$ cat config.mk
export PLATFORM = sky130hd
export DESIGN_NAME = ws2812_unipolar_rz_decoder
export DESIGN_NICKNAME = d
export VERILOG_FILES = /design/src/rtl/ws2812_pkg.sv /design/src/rtl/ws2812_sync2.sv /design/src/rtl/ws2812_unipolar_rz_decoder.sv
export SDC_FILE = /design/constraint.sdc
export NUM_CORES = 1
export LEC_CHECK = 0
export ABC_AREA = 1
export CORE_UTILIZATION = 40
export CTS_CLUSTER_SIZE = 24
export DETAILED_ROUTE_END_ITERATION = 12
export PLACE_DENSITY = 0.54
export SYNTH_ARGS = -nofsm -noshare
export SYNTH_HDL_FRONTEND = slang
export SYNTH_HIERARCHICAL = 1
export SYNTH_SLANG_ARGS = --single-unit
$ cat constraint.sdc
create_clock -name clk -period 3.7 [get_ports clk]
set_clock_uncertainty 0.05 [all_clocks]
set_input_delay 0.37 -clock clk [delete_from_list [all_inputs] [get_ports clk]]
set_output_delay 0.37 -clock clk [all_outputs]
set_load 0.1 [all_outputs]
$ cat src/rtl/ws2812_pkg.sv
// ----------------------------------------------------------------------------
// ws2812_pkg
// Shared definitions for the WS2812 unipolar return-to-zero line codec.
//   ws2812_state_t   : decoder FSM state encoding (also exported as a debug port)
//   WS_*             : default timing constants in clk cycles, shared by the
//                      encoder and the decoder so both agree on the line format
// ----------------------------------------------------------------------------
package ws2812_pkg;

   typedef enum logic [1:0] {
      WAIT_LATCH = 2'd0,
      LOW        = 2'd1,
      HIGH       = 2'd2,
      ERROR      = 2'd3
   } ws2812_state_t;

   // Counter width used for both the high-time and the low-time counters.
   localparam int WS_CNT_W        = 16;

   // Decoder acceptance window for a high pulse, and the 0/1 decision point.
   localparam int WS_HIGH_MIN     = 2;
   localparam int WS_BIT_THRESH   = 6;
   localparam int WS_HIGH_MAX     = 11;

   // Low time that marks a latch (50 us at 10 MHz).
   localparam int WS_RESET_CYCLES = 500;

   // Nominal encoder waveform: 4-cycle high for a 0, 8-cycle high for a 1,
   // 12-cycle bit period.
   localparam int WS_T0H          = 4;
   localparam int WS_T1H          = 8;
   localparam int WS_TBIT         = 12;

   // One pixel is 24 bits, GRB order, first bit on the wire is the MSB.
   localparam int WS_PIXEL_BITS   = 24;

endpackage

$ cat src/rtl/ws2812_sync2.sv
// ----------------------------------------------------------------------------
// ws2812_sync2
// Two-flop synchronizer bringing the asynchronous line into the clk domain.
// Ports:
//   clk  : clock, rising edge
//   rst  : asynchronous active-high reset, clears both flops
//   d    : asynchronous input
//   q    : synchronized output (second flop)
// ----------------------------------------------------------------------------
module ws2812_sync2 (
   input  logic clk,
   input  logic rst,
   input  logic d,
   output logic q
);

   logic meta;

   always_ff @(posedge clk or posedge rst) begin
      if (rst) begin
         meta <= 1'b0;
         q    <= 1'b0;
      end else begin
         meta <= d;
         q    <= meta;
      end
   end

endmodule

$ cat src/rtl/ws2812_unipolar_rz_decoder.sv
// ----------------------------------------------------------------------------
// ws2812_unipolar_rz_decoder
// Decodes a WS2812-style unipolar return-to-zero line into bits and 24-bit
// GRB pixel words by measuring the high time of every pulse.
// Ports:
//   clk         : clock, rising edge
//   rst         : asynchronous active-high reset
//   data_in     : raw line, asynchronous to clk
//   bit_valid   : one-cycle strobe per decoded bit
//   bit_data    : decoded bit value, meaningful only with bit_valid
//   pixel_valid : one-cycle strobe per completed 24-bit word (with bit_valid)
//   pixel_data  : last completed word, first received bit in [23], held
//   frame_end   : one-cycle strobe when a latch-length low is seen
//   err         : one-cycle strobe on a malformed pulse
//   dbg_state   : current FSM state, for observation only
// All strobes are registered: they assert the cycle after the clk edge that
// decided them, i.e. 3 clk cycles after the data_in edge.
// ----------------------------------------------------------------------------
module ws2812_unipolar_rz_decoder
   import ws2812_pkg::*;
#(
   parameter int CNT_W        = WS_CNT_W,
   parameter int HIGH_MIN     = WS_HIGH_MIN,
   parameter int BIT_THRESH   = WS_BIT_THRESH,
   parameter int HIGH_MAX     = WS_HIGH_MAX,
   parameter int RESET_CYCLES = WS_RESET_CYCLES
) (
   input  logic          clk,
   input  logic          rst,
   input  logic          data_in,
   output logic          bit_valid,
   output logic          bit_data,
   output logic          pixel_valid,
   output logic [23:0]   pixel_data,
   output logic          frame_end,
   output logic          err,
   output ws2812_state_t dbg_state
);

   localparam logic [CNT_W-1:0] HIGH_MIN_C   = CNT_W'(HIGH_MIN);
   localparam logic [CNT_W-1:0] BIT_THRESH_C = CNT_W'(BIT_THRESH);
   localparam logic [CNT_W-1:0] HIGH_MAX_C   = CNT_W'(HIGH_MAX);
   localparam logic [CNT_W-1:0] RESET_C      = CNT_W'(RESET_CYCLES);
   localparam logic [CNT_W-1:0] RESET_M1_C   = CNT_W'(RESET_CYCLES - 1);
   localparam logic [CNT_W-1:0] ONE_C        = CNT_W'(1);
   localparam logic [CNT_W-1:0] CNT_MAX_C    = '1;
   localparam logic [4:0]       LAST_IDX_C   = 5'(WS_PIXEL_BITS - 1);

   // ------------------------------------------------------------------
   // Synchronized line; nothing below looks at data_in directly.
   // ------------------------------------------------------------------
   logic din_s;

   ws2812_sync2 u_sync (
      .clk (clk),
      .rst (rst),
      .d   (data_in),
      .q   (din_s)
   );

   // ------------------------------------------------------------------
   // Registered state
   // ------------------------------------------------------------------
   ws2812_state_t    state_q, state_d;
   logic [CNT_W-1:0] hcnt_q, hcnt_d;
   logic [CNT_W-1:0] lcnt_q, lcnt_d;
   logic [23:0]      shift_q, shift_d;
   logic [4:0]       idx_q, idx_d;
   logic [23:0]      pixel_d;
   logic             bit_valid_d, bit_data_d, pixel_valid_d;
   logic             frame_end_d, err_d;

   // Decisions from the FSM handed to the word assembler.
   logic             take_bit;
   logic             new_bit;
   logic             clear_word;
   logic [23:0]      word;

   assign dbg_state = state_q;

   always_ff @(posedge clk or posedge rst) begin
      if (rst) begin
         state_q     <= WAIT_LATCH;
         hcnt_q      <= '0;
         lcnt_q      <= '0;
         shift_q     <= '0;
         idx_q       <= '0;
         pixel_data  <= '0;
         bit_valid   <= 1'b0;
         bit_data    <= 1'b0;
         pixel_valid <= 1'b0;
         frame_end   <= 1'b0;
         err         <= 1'b0;
      end else begin
         state_q     <= state_d;
         hcnt_q      <= hcnt_d;
         lcnt_q      <= lcnt_d;
         shift_q     <= shift_d;
         idx_q       <= idx_d;
         pixel_data  <= pixel_d;
         bit_valid   <= bit_valid_d;
         bit_data    <= bit_data_d;
         pixel_valid <= pixel_valid_d;
         frame_end   <= frame_end_d;
         err         <= err_d;
      end
   end

   // ------------------------------------------------------------------
   // Next-state logic
   // ------------------------------------------------------------------
   always_comb begin
      state_d       = state_q;
      hcnt_d        = hcnt_q;
      lcnt_d        = lcnt_q;
      shift_d       = shift_q;
      idx_d         = idx_q;
      pixel_d       = pixel_data;
      bit_valid_d   = 1'b0;
      bit_data_d    = 1'b0;
      pixel_valid_d = 1'b0;
      frame_end_d   = 1'b0;
      err_d         = 1'b0;
      take_bit      = 1'b0;
      new_bit       = 1'b0;
      clear_word    = 1'b0;
      word          = '0;

      case (state_q)
         // Out of sync: wait for a full latch-length low before trusting
         // pulse boundaries. Entering LOW with the counter saturated means
         // this latch itself does not produce frame_end.
         WAIT_LATCH, ERROR: begin
            if (din_s) begin
               lcnt_d = '0;
            end else if (lcnt_q >= RESET_M1_C) begin
               state_d = LOW;
               lcnt_d  = RESET_C;
            end else begin
               lcnt_d = lcnt_q + ONE_C;
            end
         end

         LOW: begin
            if (din_s) begin
               state_d = HIGH;
               hcnt_d  = ONE_C;
            end else if (lcnt_q < RESET_C) begin
               lcnt_d = lcnt_q + ONE_C;
               // Fires exactly once: afterwards the count stays saturated.
               if (lcnt_q == RESET_M1_C) begin
                  frame_end_d = 1'b1;
                  clear_word  = 1'b1;
               end
            end
         end

         HIGH: begin
            if (hcnt_q > HIGH_MAX_C) begin
               // Pulse already too long: give up sync. The rest of the
               // pulse (if any) just keeps the latch counter cleared.
               state_d    = ERROR;
               err_d      = 1'b1;
               lcnt_d     = '0;
               clear_word = 1'b1;
            end else if (din_s) begin
               hcnt_d = (hcnt_q == CNT_MAX_C) ? hcnt_q : hcnt_q + ONE_C;
            end else begin
               state_d = LOW;
               lcnt_d  = ONE_C;
               if (hcnt_q < HIGH_MIN_C) begin
                  // Glitch: flag it but keep the partial word intact.
                  err_d = 1'b1;
               end else begin
                  take_bit = 1'b1;
                  new_bit  = (hcnt_q >= BIT_THRESH_C);
               end
            end
         end

         default: begin
            state_d = WAIT_LATCH;
            lcnt_d  = '0;
         end
      endcase

      // Word assembly: MSB-first shift, the 24th bit completes the pixel.
      if (clear_word) begin
         idx_d   = '0;
         shift_d = '0;
      end else if (take_bit) begin
         word        = {shift_q[22:0], new_bit};
         bit_valid_d = 1'b1;
         bit_data_d  = new_bit;
         shift_d     = word;
         if (idx_q == LAST_IDX_C) begin
            idx_d         = '0;
            pixel_d       = word;
            pixel_valid_d = 1'b1;
         end else begin
            idx_d = idx_q + 5'd1;
         end
      end
   end

endmodule

==> flow_summary.ini <==
[status]
outcome = finished clean

[layout]
final_common_cell = nand2_1
fin_nets = 537
fin_area_um2 = 4840
final_cell_mix = nand2_1 (156), dfrtp_1 (93), nor2_1 (46), inv_1 (45), nand3_1 (45)
drive_gt1_share_pct = 6.75
area_growth_pct = 12.8
n_antenna_cell = 0

[sta]
setup_viol = 0
layout_setup_ws_ns = 1.24
fmax_mhz = 406
period_minus_slack_ns = 2.46
tightest_slew_ns = 0.991
fin_setup_tns_ns = 0
hold_violations = 0
rsz0062_at_grt = false
fin_crit_sh_pct = 66.5
slew_headroom_pct = 33.7
finalMaxSlewViolations = 0

[setup_path]
worst_setup_path_start_kind = flop
crit_slowest_cell = nor3_4
critPathMaxFanout = 24
crit_path_end_kind = flop
max_stage_delay_ns = 0.60
crit_arrival_ns = 2.72
crit_required_ns = 3.96
path_cells = inv_1 > ha_1 > inv_1 > nor2_1 > inv_1 > nor3_4 > nand2_2 > inv_2 > nand2_1 > nand2_1
crit_type = reg2reg
r2r_cells = 10
cp_common_cell = inv_1

[die]
io_pins = 34
dieArea_um2 = 11200
core_um2 = 10400
dieHeight_um = 106
initial_core_util_pct = 41.4
die_x_um = 106
rows = 37

[power_and_ir_drop]
internal_power_w = 0.00127
p_leak_nw = 2.53
p_clk_share_pct = 36.9
combPwrFrac_pct = 2.1
switching_share_pct = 24.1
irDropWorstVdd_uv = 137
power.density_nw_per_um2 = 347
power_switching_w = 0.000405
p_seq_share_pct = 61.0

[job]
drv_cap = 0

[clock_network]
cts_buffers = 9
cts_tree = done
cts.repair.resized = 0
clockBufferDepth = 2
htreeDepth = 3
cts.sinks = 93
insertion_delay_ns = 0.36
cts_hold_buffers = 0
cts.clk_slew.worst_paths_ns = 0.09
post_cts_buffers = 0
root_buffer = clkbuf_8

[logic_synthesis]
synth_area_um2 = 4300
postSynthCellCount = 499
syn_area_per_cell_um2 = 8.61
postSynth.asyncResetShare_pct = 100
yosys_most_used_dff = dfrtp_1
yosysSeqAreaShare_pct = 54.2
yosys_register_bits = 93
synth_nets = 508
synth_cell_types = 26
yosys_warnings = 6
synth-edff-count = 0

[placement]
gp_congestion = 0.797
place_hpwl_mm = 5.77
placed_cell_area_um2 = 4670
pre_cts_ws_ns = 1.24
io_buffer_count = 33

[detailed_routing]
drt-vias-per-instance = 4.86
avgRoutedWirePerCell_um = 12.8
route.detailed.drc = 0
final_antenna_net_count = 0
drt-initial-drc-count = 101
routed_wl_mm = 8.58
vias = 3253
dr.pass1.iters = 4

[global_routing]
grt_pass1_vias = 3178
antenna_found_initial = 0
gr-total-overflow = 0
grt_max_degree = 58
grt_use_total_pct = 17.0
grt_pass1_wl_mm = 15.2

[hold_path]
hp-class = in2async
-- stage by stage --
stage / total power (W) / cells / util [%] / hold WS (ns)
3_5_place_dp: 0.00108 / 653 / 45.1 / 0.295
4_1_cts: 0.00171 / 669 / 46.7 / 0.134
6_report: 0.00168 / 669 / 46.7 / 0.150
3_3_place_gp: 0.00108 / 653 / 45.1 / 0.282
2_1_floorplan: 0.00107 / 499 / - / 0.0612
5_1_grt: 0.00175 / 669 / 46.7 / 0.172
-- path summary, 6_finish.rpt --
check                        startpoint            end  slack [ns]
max                        dbg_state[0]    shift_q[16]        1.24
min                                 rst    u_sync/meta        0.15
max reg2reg                dbg_state[0]    shift_q[16]        1.24
min reg2reg                 u_sync/meta       u_sync/q        0.32
max in group asynchronous           rst  pixel_data[6]        2.34
min in group clk            u_sync/meta       u_sync/q        0.32
-- per-layer routing --
metal | up-vias | global-route usage [%] | share of wire (%)
met3 | 11 | 2.84 | 3.1
met2 | 46 | 26.3 | 45
li1 | 1661 | - | -
met1 | 1535 | 24.0 | 50
met5 | - | 0 | 0
met4 | 0 | 6.85 | 1.7
-- power by group through the flow --
stage,sequential [W],clock [W],combinational (W)
floorplan,0.00104,0,0.0000248
global placement,0.00104,0,0.0000367
detailed placement,0.00105,0,0.0000376
CTS,0.00102,0.000645,0.0000376
global route,0.00103,0.000682,0.0000426
finish,0.00102,0.000619,0.0000355
-- cell families (layout without fill, tap and decap cells) --
logic type                 count (synthesis)  in the layout  share of synthesized area, %
xor gates and xnor gates                   8              8                          1.63
DFF                                       93             93                          54.2
buffers and inverters                     66            100                          7.72
and+or+nand+nor                          301            301                          31.8
AOI/OAI and AO/OA                         25             25                          2.97
adders and majority gates                  6              6                          1.75
-- synth_stat cells, types with 2 or more instances --
master | n | area (um^2)
nand2_1 | 156 | 586
dfrtp_1 | 93 | 2330
inv_1 | 46 | 173
nor2_1 | 46 | 173
nand3_1 | 45 | 225
nand4_1 | 32 | 200
o21ai_0 | 20 | 100
buf_6 | 8 | 90.1
buf_2 | 7 | 35.0
xor2_1 | 7 | 61.3
ha_1 | 6 | 75.1
nor3_1 | 5 | 25.0
a21oi_1 | 4 | 20.0
buf_4 | 4 | 30.0
nand2_2 | 4 | 25.0
nor2_2 | 3 | 18.8
nand3_4 | 2 | 35.0
nor2_4 | 2 | 22.5
nor4_1 | 2 | 12.5
-- worst max-delay path: cells and delay by family (launching register included) --
kind          cells  cell delay (ns)
fa+ha+maj         1             0.26
buf+inv           4             0.62
flops             1             0.43
simple gates      5             1.04
-- registers in the layout, indices dropped and copies added, names as in the netlist --
register,flops
u_sync/meta,1
hcnt_q,16
u_sync/q,1
shift_q,23
err,1
pixel_valid,1
dbg_state,2
frame_end,1
idx_q,5
bit_data,1
bit_valid,1
lcnt_q,16
pixel_data,24
-- final cells by class --
type / count / area [um^2]
flip-flops and latches: 93 / 2330
well taps: 136 / 170
repair buffers: 37 / 360
fillers: 1058 / 5530
clock buffers: 9 / 124
inverters: 47 / 178
multi-input cells: 340 / 1640
clock inverters: 7 / 48.8
Power figures use the tool's default switching activity.
